[config.mk]
export PLATFORM = sky130hd
export DESIGN_NAME = log_mult_antilog_pipe_flat
export DESIGN_NICKNAME = d
export VERILOG_FILES = /design/src/rtl/log_mult_pkg.sv /design/src/rtl/log_mult_antilog_pipe_if.sv /design/src/rtl/log_mult_term_gen.sv /design/src/rtl/log_mult_antilog_pipe.sv /design/src/flat_wrapper.sv
export SDC_FILE = /design/constraint.sdc
export NUM_CORES = 1
export LEC_CHECK = 0
export CORE_ASPECT_RATIO = 1.5
export CORE_MARGIN = 1.5
export CORE_UTILIZATION = 55
export CTS_CLUSTER_DIAMETER = 30
export DETAILED_ROUTE_END_ITERATION = 16
export GPL_ROUTABILITY_DRIVEN = 1
export HOLD_SLACK_MARGIN = 0.05
export PLACE_DENSITY = 0.8
export RECOVER_POWER = 25
export SETUP_SLACK_MARGIN = 0.2
export SLEW_MARGIN = 20
export SYNTH_ARGS = -nofsm -noshare
export SYNTH_HDL_FRONTEND = slang
export SYNTH_SLANG_ARGS = --single-unit
export TNS_END_PERCENT = 1
[constraint.sdc]
create_clock -name clk -period 4.65 [get_ports clk]
set_input_delay 0.93 -clock clk [delete_from_list [all_inputs] [get_ports clk]]
set_output_delay 0.93 -clock clk [all_outputs]
set_load 0.01 [all_outputs]
[src/rtl/log_mult_pkg.sv]
// Shared constants and helpers for the 8-bit logarithmic multiplier.
// ceil_log2 is the reference for the log-value stage.
package log_mult_pkg;
  localparam int DATA_W = 8;
  localparam int LOG_W  = 4;
  localparam int OUT_W  = 2 * DATA_W;

  function automatic logic is_pow2(input logic [DATA_W-1:0] v);
    return (v != '0) && ((v & (v - 1'b1)) == '0);
  endfunction

  // Returns 0 for inputs 0 and 1.
  function automatic logic [LOG_W-1:0] ceil_log2(input logic [DATA_W-1:0] v);
    logic [LOG_W-1:0] k;
    k = '0;
    for (int i = 0; i < DATA_W; i++) begin
      if ((32'd1 << i) < 32'(v)) k = LOG_W'(i + 1);
    end
    return k;
  endfunction
endpackage

[src/rtl/log_mult_antilog_pipe_if.sv]
// Operand and product handshake bundle for the antilog pipeline.
// A transfer happens on a rising edge where valid and ready are both 1; a
// producer holds valid and its payload until that edge, and ready never waits on valid.
interface log_mult_antilog_pipe_if;
  import log_mult_pkg::*;

  logic              in_valid;
  logic              in_ready;
  logic [DATA_W-1:0] in_x;
  logic [DATA_W-1:0] in_y;
  logic [LOG_W-1:0]  log_x;
  logic [LOG_W-1:0]  log_y;
  logic              out_valid;
  logic              out_ready;
  logic [OUT_W-1:0]  out_prod;
  logic              out_exact;

  modport master (
    output in_valid, in_x, in_y, log_x, log_y, out_ready,
    input  in_ready, out_valid, out_prod, out_exact
  );

  modport slave (
    input  in_valid, in_x, in_y, log_x, log_y, out_ready,
    output in_ready, out_valid, out_prod, out_exact
  );
endinterface

[src/rtl/log_mult_term_gen.sv]
// Stage-1 term generator: shifted operands, the 2^(kx+ky) correction term,
// and the zero/exact flags.
module log_mult_term_gen
  import log_mult_pkg::*;
(
  input  logic [DATA_W-1:0] x,
  input  logic [DATA_W-1:0] y,
  input  logic [LOG_W-1:0]  kx,
  input  logic [LOG_W-1:0]  ky,
  output logic [OUT_W-1:0]  tx,
  output logic [OUT_W-1:0]  ty,
  output logic [OUT_W:0]    tk,
  output logic              z,
  output logic              e
);
  logic [LOG_W:0] ksum;

  always_comb begin
    ksum = {1'b0, kx} + {1'b0, ky};
    tx   = OUT_W'(x) << ky;
    ty   = OUT_W'(y) << kx;
    // kx + ky reaches 16 for 255*255, hence the 17-bit term.
    tk   = (OUT_W + 1)'(1) << ksum;
    z    = (x == '0) | (y == '0);
    e    = z | is_pow2(x) | is_pow2(y);
  end
endmodule

[src/rtl/log_mult_antilog_pipe.sv]
// Three-stage Mitchell antilog pipeline: P = x*2^ky + y*2^kx - 2^(kx+ky).
// All stages advance together whenever the output stage is empty or drained.
module log_mult_antilog_pipe
  import log_mult_pkg::*;
(
  input  logic                    clk,
  input  logic                    rst,
  log_mult_antilog_pipe_if.slave  bus
);
  logic [OUT_W-1:0] tx, ty;
  logic [OUT_W:0]   tk;
  logic             z, e;
  logic             adv;

  logic             s1_valid_d, s1_valid_q;
  logic [OUT_W-1:0] s1_tx_d, s1_tx_q, s1_ty_d, s1_ty_q;
  logic [OUT_W:0]   s1_tk_d, s1_tk_q;
  logic             s1_z_d, s1_z_q, s1_e_d, s1_e_q;
  logic             s2_valid_d, s2_valid_q;
  logic [OUT_W+1:0] s2_sum_d, s2_sum_q;
  logic             s2_z_d, s2_z_q, s2_e_d, s2_e_q;
  logic             s3_valid_d, s3_valid_q;
  logic [OUT_W-1:0] out_prod_d, out_prod_q;
  logic             out_exact_d, out_exact_q;

  log_mult_term_gen u_term_gen (
    .x  (bus.in_x),
    .y  (bus.in_y),
    .kx (bus.log_x),
    .ky (bus.log_y),
    .tx (tx),
    .ty (ty),
    .tk (tk),
    .z  (z),
    .e  (e)
  );

  assign adv           = !s3_valid_q | bus.out_ready;
  assign bus.in_ready  = adv;
  assign bus.out_valid = s3_valid_q;
  assign bus.out_prod  = out_prod_q;
  assign bus.out_exact = out_exact_q;

  always_comb begin
    s1_valid_d  = s1_valid_q;
    s1_tx_d     = s1_tx_q;
    s1_ty_d     = s1_ty_q;
    s1_tk_d     = s1_tk_q;
    s1_z_d      = s1_z_q;
    s1_e_d      = s1_e_q;
    s2_valid_d  = s2_valid_q;
    s2_sum_d    = s2_sum_q;
    s2_z_d      = s2_z_q;
    s2_e_d      = s2_e_q;
    s3_valid_d  = s3_valid_q;
    out_prod_d  = out_prod_q;
    out_exact_d = out_exact_q;
    if (adv) begin
      s1_valid_d  = bus.in_valid;
      s1_tx_d     = tx;
      s1_ty_d     = ty;
      s1_tk_d     = tk;
      s1_z_d      = z;
      s1_e_d      = e;
      s2_valid_d  = s1_valid_q;
      // Wraps for a zero operand; the zero flag masks that in stage 3.
      s2_sum_d    = {2'b00, s1_tx_q} + {2'b00, s1_ty_q} - {1'b0, s1_tk_q};
      s2_z_d      = s1_z_q;
      s2_e_d      = s1_e_q;
      s3_valid_d  = s2_valid_q;
      out_prod_d  = s2_z_q ? '0 : s2_sum_q[OUT_W-1:0];
      out_exact_d = s2_e_q;
    end
  end

  always_ff @(posedge clk) begin
    if (rst) begin
      s1_valid_q  <= 1'b0;
      s1_tx_q     <= '0;
      s1_ty_q     <= '0;
      s1_tk_q     <= '0;
      s1_z_q      <= 1'b0;
      s1_e_q      <= 1'b0;
      s2_valid_q  <= 1'b0;
      s2_sum_q    <= '0;
      s2_z_q      <= 1'b0;
      s2_e_q      <= 1'b0;
      s3_valid_q  <= 1'b0;
      out_prod_q  <= '0;
      out_exact_q <= 1'b0;
    end else begin
      s1_valid_q  <= s1_valid_d;
      s1_tx_q     <= s1_tx_d;
      s1_ty_q     <= s1_ty_d;
      s1_tk_q     <= s1_tk_d;
      s1_z_q      <= s1_z_d;
      s1_e_q      <= s1_e_d;
      s2_valid_q  <= s2_valid_d;
      s2_sum_q    <= s2_sum_d;
      s2_z_q      <= s2_z_d;
      s2_e_q      <= s2_e_d;
      s3_valid_q  <= s3_valid_d;
      out_prod_q  <= out_prod_d;
      out_exact_q <= out_exact_d;
      // With consistent logs a nonzero product never exceeds 16 bits.
      if (s2_valid_q && !s2_z_q) assert (s2_sum_q[OUT_W+1:OUT_W] == 2'b00);
    end
  end
endmodule

[src/flat_wrapper.sv]
// flat-port wrapper written by rule: the top's interface ports become plain ports
module log_mult_antilog_pipe_flat import log_mult_pkg::*;
  (clk, rst, bus_in_valid, bus_in_x, bus_in_y, bus_log_x, bus_log_y, bus_out_ready, bus_in_ready, bus_out_valid, bus_out_prod, bus_out_exact);
  log_mult_antilog_pipe_if bus_i ();
  input  logic clk;
  input  logic rst;
  input wire logic [$bits(bus_i.in_valid)-1:0] bus_in_valid;
  input wire logic [$bits(bus_i.in_x)-1:0] bus_in_x;
  input wire logic [$bits(bus_i.in_y)-1:0] bus_in_y;
  input wire logic [$bits(bus_i.log_x)-1:0] bus_log_x;
  input wire logic [$bits(bus_i.log_y)-1:0] bus_log_y;
  input wire logic [$bits(bus_i.out_ready)-1:0] bus_out_ready;
  output wire logic [$bits(bus_i.in_ready)-1:0] bus_in_ready;
  output wire logic [$bits(bus_i.out_valid)-1:0] bus_out_valid;
  output wire logic [$bits(bus_i.out_prod)-1:0] bus_out_prod;
  output wire logic [$bits(bus_i.out_exact)-1:0] bus_out_exact;
  assign bus_i.in_valid = bus_in_valid;
  assign bus_i.in_x = bus_in_x;
  assign bus_i.in_y = bus_in_y;
  assign bus_i.log_x = bus_log_x;
  assign bus_i.log_y = bus_log_y;
  assign bus_i.out_ready = bus_out_ready;
  assign bus_in_ready = bus_i.in_ready;
  assign bus_out_valid = bus_i.out_valid;
  assign bus_out_prod = bus_i.out_prod;
  assign bus_out_exact = bus_i.out_exact;
  log_mult_antilog_pipe u_core (.clk(clk), .rst(rst), .bus(bus_i));
endmodule
# Word-level counts from Yosys, hierarchy flattened
# Index checks and enable logic that the tools add are counted.
# totals
register_bits	88
latchBits	0
ram_bits	0
romBits	0
inputBits	28
out_inout_bits	19
word_cells	37
memories	0
# classes
n_addsub	5
mul	0
n_div	0
order_cmp	0
n_eq_ne	0
shifts	3
n_mux	1
bitwise_logic	6
reduce_logical	9
# ops
cell	count
8-bit zero test	4
8-bit by 4-bit left shift with 16-bit output	2
16-bit adder	1
8-bit bitwise AND	2
16-bit two-way mux	1
8-bit nonzero test	2
1-bit by 5-bit left shift with 16-bit output (first input constant)	1
16-bit subtractor	1
8-bit by 1-bit subtractor with 8-bit output (second input constant)	2
4-bit by 4-bit adder with 5-bit output	1
1-bit OR	4
1-bit logical AND	2
1-bit zero test	1

# Logic depth before layout (Yosys ltp)
# Gate-level depths: netlist of run 1.
# logic_depth
ltp_word	6
mapped_depth	12
mapped_depth_nobuf	12

# Modules after synthesis
# From an unflattened synthesis of run 1, not the netlist that was laid out.
# hier_totals
cells_unflattened	737
hier_area_um2	5624.1
# by_module_without_submodules
mod	instances	cells_each	area_each_um2	seq_area_each_um2
log_mult_antilog_pipe	1	546	4369.2	1761.7
log_mult_term_gen	1	191	1255.0	0.0

# Least setup slack after synthesis of run 1
# OpenSTA, ideal clock, no wires.
# synth_timing
kind	in2out
from	in bus_out_ready
to	out bus_in_ready
t_arrival_ps	1710
required_time_ps	3720
slack_ps	2010
cell_stages	5
n_path_buf	3
cell_sequence	nor2b_1 -> clkbuf_1 -> inv_1 -> buf_6 -> clkbuf_1
# synth_between
elab_chain_cells	1
# synth_rtl
item	line	rtl
start: declaration	flat_wrapper.sv:12	input wire logic [$bits(bus_i.out_ready)-1:0] bus_out_ready;
1-bit OR	log_mult_antilog_pipe.sv:38	assign adv = !s3_valid_q | bus.out_ready;
end: declaration	flat_wrapper.sv:13	output wire logic [$bits(bus_i.in_ready)-1:0] bus_in_ready;
# No other way between the ends.

# Worst setup path in the final report of run 1
# layout_timing
from	in bus_out_ready
to	reg u_core.s1_tk_q[11]
# layout_between
elab_chain_cells	1
# layout_rtl
item	line	rtl
1-bit OR	log_mult_antilog_pipe.sv:38	
end signal: assignment	log_mult_antilog_pipe.sv:95	s1_tk_q <= s1_tk_d;
end: declaration	log_mult_antilog_pipe.sv:17	logic [OUT_W:0] s1_tk_d, s1_tk_q;
# No other way between the ends.
# A chain may end at the register's enable or synchronous reset.

==> impl_metrics.tcl, run 1 <==
set metrics [dict create \
    synthSimpleGateAreaFrac_pct 18.61 \
    final_common_cell "dfxtp_1" \
    cts_tree "done" \
    r2r-end "u_core.s2_sum_q[10]$_SDFFE_PP0P_" \
    tns_ns 0 \
    grt_pass1_vias 4314 \
    fin_crit_ns 3.546 \
    grt_max_degree 90 \
    n_fill_cell 807 \
    ff2ff_setup_slack_ns 1.79 \
    cp.required_ns 4.87 \
    placementRows 43 \
    syn_nets 730 \
    fin_crit_sh_pct 76.26 \
    min_path_type "flop to flop" \
    worstMarginPinSlew_ns 1.695 \
    leakage_nw 2.461 \
    wl_mm 11.97 \
    cp-start-kind "input pin" \
    max_freq_ghz 0.2820 \
    synthesis.area_um2 5244 \
    rr_worst_depth 9 \
    cts_sinks 88 \
    ctsResizeCount 0 \
    cp-startpoint "bus_out_ready" \
    avgViaCountPerCell 5.737 \
    hold_viol 0 \
    ctsHoldBuffers 0 \
    p_per_area_nw_per_um2 366.8 \
    grtUsageTotal_pct 26.08 \
    grt_overflow 0 \
    drive_above_1_share_pct 3.885 \
    synth_compound_area_share_pct 22.26 \
    finalNetCount 755 \
    peakVddDrop_mv 0.2894 \
    rsz0062_at_grt "false" \
    synthToLayoutAreaGrowth_pct 14.39 \
    crit_path_end_kind "flop" \
    ys_seq_area_share_pct 33.60 \
    synthDistinctLibCells 49 \
    place_area_um2 5709 \
    post-cts-setup-buffers 0 \
    grt_pass1_wl_mm 20.00 \
    setup_viol 0 \
    power_mw 2.200 \
    failed_checks "capacitance limit, slew limit" \
    gp_congestion 0.8549 \
    wl_per_cell_um 14.84 \
    r2r_start "u_core.s1_tx_q[1]$_SDFFE_PP0P_" \
    async_reset_ff_share_pct 0 \
    die-width_um 82.73 \
    synthFlopType "dfxtp_1" \
    avgSynthCellArea_um2 7.874 \
    port_buffers 46 \
    root_buffer "clkbuf_16" \
    diodes 0 \
    crit_type "input pin to flop" \
    synthCells 666 \
    clockBufferDepth 2 \
    insertion_delay_ns 0.34 \
    outcome "finished, violations left" \
    worstPathMaxFanout 89 \
    final_cell_mix "dfxtp_1, nand2_1, nor2_1, inv_1, a21oi_1" \
    fin_area_um2 5998 \
    drt_first_pass_iters 5 \
    crit_path_end "u_core.s1_tk_q[11]$_SDFFE_PP0P_" \
    grt_antenna_before_repair 0 \
    drcViolationCount 0 \
    ant_nets 0 \
    ys_ff_latch 88 \
    cts_htree_levels 3 \
    ios 47 \
    detail_route.iter0.violations 212 \
    critical_path_arrival_ns 3.76 \
    yosys_warnings 0 \
    synth_fa_ha_area_share_pct 11.45 \
    maxCapViolCount 1 \
    hpwlAfterDp_mm 8.999 \
    die-area_um2 10140 \
    final-max-slew-violation-count 90 \
    initial_core_util_pct 56.67 \
    vias 4630 \
    synth_xor_area_share_pct 2.171 \
    coreArea_um2 9254 \
    synth_edf_count 0 \
    cts-buffers-inserted 9 \
    die_y_um 122.6 \
    clk_transition_reported_paths_ns 0.06 \
    skew_ns 0.007911 \
    synth_top_family_by_area "compound AO/OA/AOI/OAI gates" \
    timing.slew.headroom_pct -12.99 \
    yosys-mux-area-fraction_pct 4.056 \
]
==> critical path: stages <==
cell and delay, ns:
dlygate4sd3_1 0.53, nor2b_1 0.21, clkbuf_2 1.27, nor2_1 0.15, o21ai_0 0.20, nor2_1 0.14, a32oi_1 0.21, nor2_1 0.07
==> sequential cells by signal, summed over array words and instances (netlist names) <==
name / flops
u_core.bus.out_prod: 16
u_core.s1_tk_q: 16
u_core.s1_tx_q: 16
u_core.s1_ty_q: 16
u_core.s2_sum_q: 16
u_core.bus.out_exact: 1
u_core.bus.out_valid: 1
u_core.s1_e_q: 1
u_core.s1_valid_q: 1
u_core.s1_z_q: 1
u_core.s2_e_q: 1
u_core.s2_valid_q: 1
u_core.s2_z_q: 1
==> cell families after synthesis <==
group                      after synthesis
DFF                                     88
xor gates and xnor gates                13
adders and majority gates               39
AOI/OAI and AO/OA                      184
muxes                                   21
buffers and inverters                  102
and+or+nand+nor                        219
==> synth_stat cells (7+ instances only) <==
cell / count / area share (%)
dfxtp_1: 88 / 34
nand2_1: 85 / 6.1
nor2_1: 77 / 5.5
inv_1: 67 / 4.8
a21oi_1: 60 / 5.7
o21ai_0: 40 / 3.8
a22oi_1: 28 / 4.0
clkbuf_1: 24 / 1.7
ha_1: 20 / 4.8
nand3b_1: 20 / 2.9
mux2i_1: 19 / 3.6
fa_1: 16 / 6.1
a211oi_1: 15 / 2.1
nor3_1: 10 / 0.95
xnor2_1: 9 / 1.5
nand3_1: 7 / 0.67
==> metal layers <==
| metal | up-vias | wire length, um | GRT usage [%] |
|---|---|---|---|
| met2 | 125 | 6227 | 45.83 |
| met5 | - | 0 | 0 |
| met3 | 28 | 422 | 3.346 |
| met4 | 0 | 534 | 15.21 |
| met1 | 2129 | 4788 | 29.27 |
| li1 | 2348 | - | - |
==> worst min path at each step <==
| stage | startpoint | to | slack, ns | cells past startpoint |
|---|---|---|---|---|
| floorplan | u_core.s2_sum_q[0]$_SDFFE_PP0P_ | u_core.s2_sum_q[0]$_SDFFE_PP0P_ | 0.43 | 2 |
| detailed placement | u_core.bus.out_prod[15]$_SDFFE_PP0P_ | u_core.bus.out_prod[15]$_SDFFE_PP0P_ | 0.44 | 2 |
| CTS | u_core.bus.out_prod[15]$_SDFFE_PP0P_ | u_core.bus.out_prod[15]$_SDFFE_PP0P_ | 0.45 | 2 |
| finish | u_core.bus.out_prod[9]$_SDFFE_PP0P_ | u_core.bus.out_prod[9]$_SDFFE_PP0P_ | 0.44 | 2 |
| global placement | u_core.bus.out_prod[7]$_SDFFE_PP0P_ | u_core.bus.out_prod[7]$_SDFFE_PP0P_ | 0.44 | 2 |
| global route | u_core.bus.out_prod[11]$_SDFFE_PP0P_ | u_core.bus.out_prod[11]$_SDFFE_PP0P_ | 0.46 | 2 |
==> per-stage QoR <==
step	utilization, %	cells	setup slack [ns]	hold slack (ns)
after CTS	64.93	807	1.617	0.4509
after global placement	61.70	792	1.425	0.4382
after global routing	64.82	807	0.8567	0.4645
final	64.82	807	1.104	0.4438
after floorplan	-	666	2.010	0.4319
after detailed placement	61.70	792	1.352	0.4437
==> where the power goes <==
part           switching, mW  internal, mW
Combinational          0.342         0.267
Clock                  0.275         0.443
Sequential            0.0391         0.833
Total                  0.657          1.54
==> final cells by class <==
class | instances | area, um2 | share of cell area [%]
inverters | 67 | 251.5 | 4.193
flip-flops and latches | 88 | 1762 | 29.37
repair buffers | 49 | 475.5 | 7.927
well taps | 112 | 140.1 | 2.336
clock inverters | 2 | 38.79 | 0.6466
clock buffers | 13 | 260.3 | 4.339
multi-input cells | 476 | 3070 | 51.19
No activity file was read; power rests on OpenSTA's default activity.
==> inputs of run 2 (changes only) <==
clock period = 3.3 ns   (was 4.65 ns; I/O delays follow)
==> run 2 against run 1 <==
The flow now finishes without violations. Sequential share of layout area down 0.44 points. Via count increased by 2.8%. Highest routed layer unchanged. First-iteration DRC count increased by 7.1%. Critical endpoint is now u_core.s2_sum_q[10]$_SDFFE_PP0P_. Final cell count grew 1.1%. Clock power rose by 47%.
==> impl_metrics.tcl, run 2 (same netlist as run 1, synthesis figures left out) <==
set metrics [dict create \
    min_path_type "flop to flop" \
    avgViaCountPerCell 5.835 \
    fin_area_um2 6090 \
    crit_type "flop to flop" \
    peakVddDrop_mv 0.5254 \
    insertion_delay_ns 0.34 \
    swShare_pct 29.98 \
    ctsHoldBuffers 0 \
    met2_wirelength_mm 6.203 \
    intPower_mw 2.225 \
    layout.cells.non_filler 816 \
    clk_transition_reported_paths_ns 0.06 \
    drcViolationCount 0 \
    die-width_um 82.73 \
    coreArea_um2 9254 \
    worstMarginPinSlew_ns 1.037 \
    dp.cells 801 \
    worstPathMaxFanout 4 \
    die-area_um2 10140 \
    grt_max_degree 90 \
    tns_ns 0 \
    outcome "completed" \
    vias 4761 \
    ant_nets 0 \
    hp-start "u_core.bus.out_prod[10]$_SDFFE_PP0P_" \
    cts_htree_levels 3 \
    cts-buffers-inserted 9 \
    grtUsageTotal_pct 26.09 \
    seqPwrFrac_pct 38.7 \
    n_fill_cell 785 \
    grt_pass1_vias 4506 \
    wl_mm 12.31 \
    r2r_start "u_core.s1_tx_q[1]$_SDFFE_PP0P_" \
    final_cell_mix "dfxtp_1, nand2_1, nor2_1, inv_1, a21oi_1" \
    port_buffers 46 \
    p_switching_uw 952.5 \
    cp-start-kind "flop" \
    p_clk_share_pct 33.5 \
    highest_layer "met4" \
    grt_antenna_before_repair 0 \
    final_util_pct 65.81 \
    setup_viol 0 \
    route.met3.wl_um 496 \
    final-max-slew-violation-count 0 \
    cp-startpoint "u_core.s1_tx_q[1]$_SDFFE_PP0P_" \
    final_common_cell "dfxtp_1" \
    die_y_um 122.6 \
    critical_path_arrival_ns 3.02 \
    hold_viol 0 \
    synthToLayoutAreaGrowth_pct 16.13 \
    ctsResizeCount 0 \
    grt_pass1_wl_mm 20.23 \
    drt_first_pass_iters 5 \
    detail_route.iter0.violations 227 \
    cp.required_ns 3.56 \
    cts_tree "done" \
    max_freq_ghz 0.3617 \
    p_comb_share_pct 27.9 \
    gp_congestion 0.9296 \
    placementRows 43 \
    leakage_nw 2.472 \
    ios 47 \
    root_buffer "clkbuf_16" \
    drive_above_1_share_pct 5.256 \
    cts_sinks 88 \
    fin_crit_sh_pct 83.78 \
    crit_path_end_kind "flop" \
    fin_crit_ns 2.765 \
    wl_met1_mm 4.786 \
    skew_ns 0.005507 \
    diodes 0 \
    wl_per_cell_um 15.08 \
    timing.slew.headroom_pct 30.86 \
    grt_overflow 0 \
    place_area_um2 5789 \
    hpwlAfterDp_mm 9.415 \
    post-cts-setup-buffers 0 \
    clockBufferDepth 2 \
    finalNetCount 764 \
    rsz0062_at_grt "false" \
    p_per_area_nw_per_um2 521.7 \
    maxCapViolCount 0 \
    hold_slack_ns 0.4505 \
    initial_core_util_pct 56.67 \
]
[run 2: layer usage]
metal	up-vias	GRT usage (%)
met4	0	19.48
li1	2363	-
met2	148	44.77
met5	-	0
met1	2209	27.99
met3	41	3.941
[run 2: area by class of cell]
type	count	area, um2	share of cell area [%]
clock inverters	5	81.33	1.336
inverters	67	251.5	4.130
flip-flops and latches	88	1762	28.93
repair buffers	58	555.5	9.123
multi-input cells	476	3070	50.42
well taps	112	140.1	2.301
clock buffers	10	229.0	3.760
[run 2: worst max-delay path: stages, from the launching register on]
cell and delay (ns):
dfxtp_1 0.34, inv_1 0.06, fa_1 0.48, fa_1 0.46, nor2b_1 0.21, o2111ai_1 0.17, a21oi_1 0.29, o21ai_0 0.25
xor2_1 0.20, a211oi_1 0.23
[run 2: per-stage QoR]
stage | worst slack (ns) | power (mW)
final | 0.5353 | 3.177
after CTS | 0.5324 | 3.182
after global placement | 0.4347 | 2.099
after global routing | 0.2465 | 3.344
after floorplan | 0.7940 | 1.870
after detailed placement | 0.4080 | 2.131
[run 2: path summary, 6_finish.rpt]
kind | to | slack [ns] | cells past startpoint
worst max-delay path | u_core.s2_sum_q[10]$_SDFFE_PP0P_ | 0.54 | 9
worst min-delay path | u_core.bus.out_prod[10]$_SDFFE_PP0P_ | 0.45 | 2
worst max register to register | u_core.s2_sum_q[10]$_SDFFE_PP0P_ | 0.54 | 9
worst min register to register | u_core.bus.out_prod[10]$_SDFFE_PP0P_ | 0.45 | 2
[run 2: power by group through the flow]
| stage | sequential [mW] | combinational [mW] | clock (mW) |
|---|---|---|---|
| CTS | 1.23 | 0.883 | 1.07 |
| finish | 1.23 | 0.885 | 1.06 |
| floorplan | 1.25 | 0.616 | 0 |
| detailed placement | 1.25 | 0.878 | 0 |
| global placement | 1.25 | 0.850 | 0 |
| global route | 1.24 | 0.992 | 1.11 |
==> inputs of run 3 (changes only) <==
clock period = 2.86 ns   (was 3.3 ns; I/O delays follow)
==> run 3 against run 2 <==
Design area up 1.5%. First-iteration DRC count up 34%. Sequential cell count unchanged. Clock power up 13%. Via count down 0.74%. Highest routed layer unchanged.
==> impl_metrics.tcl, run 3 (same netlist as run 1, synthesis figures left out) <==
set metrics [dict create \
    grt_max_degree 90 \
    ant_nets 0 \
    root_buffer "clkbuf_16" \
    maxCapViolCount 0 \
    drt_first_pass_iters 5 \
    final_cell_mix "dfxtp_1, nand2_1, nor2_1, inv_1, a21oi_1" \
    port_buffers 46 \
    drcViolationCount 0 \
    crit_type "flop to flop" \
    vias 4726 \
    peakVddDrop_mv 0.5665 \
    cp.required_ns 3.13 \
    grtUsageTotal_pct 26.03 \
    hold_viol 0 \
    rsz0062_at_grt "true" \
    cts_tree "done" \
    detail_route.iter0.violations 305 \
    ctsHoldBuffers 0 \
    path_cells "inv_1 > fa_1 > inv_1 > ha_1 > a211oi_2 > o21bai_2 > o2111ai_4 > and3_2 > o21ai_0 > a21oi_1" \
    path_common_cell "inv_1" \
    p_per_area_nw_per_um2 600.1 \
    insertion_delay_ns 0.34 \
    tns_ns 0 \
    slowest_stage "fa_1" \
    path_delay_family "compound AO/OA/AOI/OAI gates" \
    gp_congestion 0.8465 \
    grt_pass1_wl_mm 20.27 \
    crit_buf_inv 2 \
    grt_overflow 0 \
    fin_crit_sh_pct 90.29 \
    grt_pass1_vias 4489 \
    leakage_nw 2.495 \
    fin_crit_ns 2.582 \
    n_fill_cell 775 \
    min_path_type "flop to flop" \
    wl_per_cell_um 15.24 \
    dp_slack_ns 0.06744 \
    cts-buffers-inserted 9 \
    die_y_um 122.6 \
    worstMarginPinSlew_ns 1.036 \
    final-max-slew-violation-count 0 \
    setup_viol 0 \
    ios 47 \
    critical_path_arrival_ns 2.86 \
    placementRows 43 \
    slowest_delay_ns 0.57 \
    outcome "completed" \
    diodes 0 \
    skew_ns 0.006205 \
    setup_slack_ns 0.2777 \
    final_common_cell "dfxtp_1" \
    coreArea_um2 9254 \
    die-width_um 82.73 \
    hpwlAfterDp_mm 9.141 \
    crit_path_end_kind "flop" \
    synthToLayoutAreaGrowth_pct 17.82 \
    max_freq_ghz 0.3873 \
    cp-start-kind "flop" \
    initial_core_util_pct 56.67 \
    worstPathMaxFanout 6 \
    wl_mm 12.50 \
    timing.slew.headroom_pct 30.95 \
    clockBufferDepth 2 \
    clk_transition_reported_paths_ns 0.06 \
    die-area_um2 10140 \
    finalNetCount 767 \
    cts_sinks 88 \
    drive_above_1_share_pct 7.768 \
    avgViaCountPerCell 5.763 \
    power_mw 3.708 \
    cts_htree_levels 3 \
    grt_antenna_before_repair 0 \
]
==> run 3: through the flow <==
stage / area [um2] / hold WS (ns) / utilization [%] / std cells
2_1_floorplan: 5244 / 0.4319 / - / 666
3_3_place_gp: 5809 / 0.4373 / 62.78 / 802
3_5_place_dp: 5809 / 0.4427 / 62.78 / 802
4_1_cts: 6133 / 0.4509 / 66.28 / 818
5_1_grt: 6178 / 0.4689 / 66.77 / 820
6_report: 6178 / 0.4475 / 66.77 / 820
==> run 3: layout make-up <==
class | instances | area (um2) | area share, %
multi-input combinational | 476 | 3141 | 50.83
sequential | 88 | 1762 | 28.51
timing repair buffer | 61 | 578.1 | 9.356
clock buffer | 11 | 252.7 | 4.091
inverter | 67 | 251.5 | 4.070
tap | 112 | 140.1 | 2.268
clock inverter | 5 | 53.80 | 0.8708
==> run 3: worst paths after layout <==
path | from | to | slack [ns] | depth (start not counted)
min | u_core.bus.out_prod[4]$_SDFFE_PP0P_ | u_core.bus.out_prod[4]$_SDFFE_PP0P_ | 0.45 | 2
max reg2reg | u_core.s1_ty_q[1]$_SDFFE_PP0P_ | u_core.s2_sum_q[9]$_SDFFE_PP0P_ | 0.28 | 10
max | u_core.s1_ty_q[1]$_SDFFE_PP0P_ | u_core.s2_sum_q[9]$_SDFFE_PP0P_ | 0.28 | 10
min reg2reg | u_core.bus.out_prod[4]$_SDFFE_PP0P_ | u_core.bus.out_prod[4]$_SDFFE_PP0P_ | 0.45 | 2
==> run 3: layer usage <==
metal | vias up | share of wire (%) | GRT usage [%]
met5 | - | 0 | 0
met4 | 0 | 4.0 | 13.23
met3 | 27 | 4.1 | 4.461
met2 | 129 | 51 | 45.83
met1 | 2211 | 41 | 29.31
li1 | 2359 | - | -
==> run 3: report_power, final <==
| part | internal (mW) | switching [mW] |
|---|---|---|
| registers | 1.35 | 0.0660 |
| logic | 0.490 | 0.600 |
| clock network | 0.722 | 0.475 |
| total | 2.57 | 1.14 |
==> run 3: timing repair <==
action / 4_1_cts / 5_1_grt
pin swaps: 0 / 5
buffers inserted: 0 / 2
endpoints found under the setup margin: 4 / 8
resized for setup: 4 / 14
==> run 3: worst register-to-register path, cell delays in order, from the launching register on <==
cell and delay [ns]:
dfxtp_1 0.34, inv_1 0.06, fa_1 0.57, inv_1 0.06, ha_1 0.32, a211oi_2 0.23, o21bai_2 0.13, o2111ai_4 0.30
and3_2 0.22, o21ai_0 0.09, a21oi_1 0.20
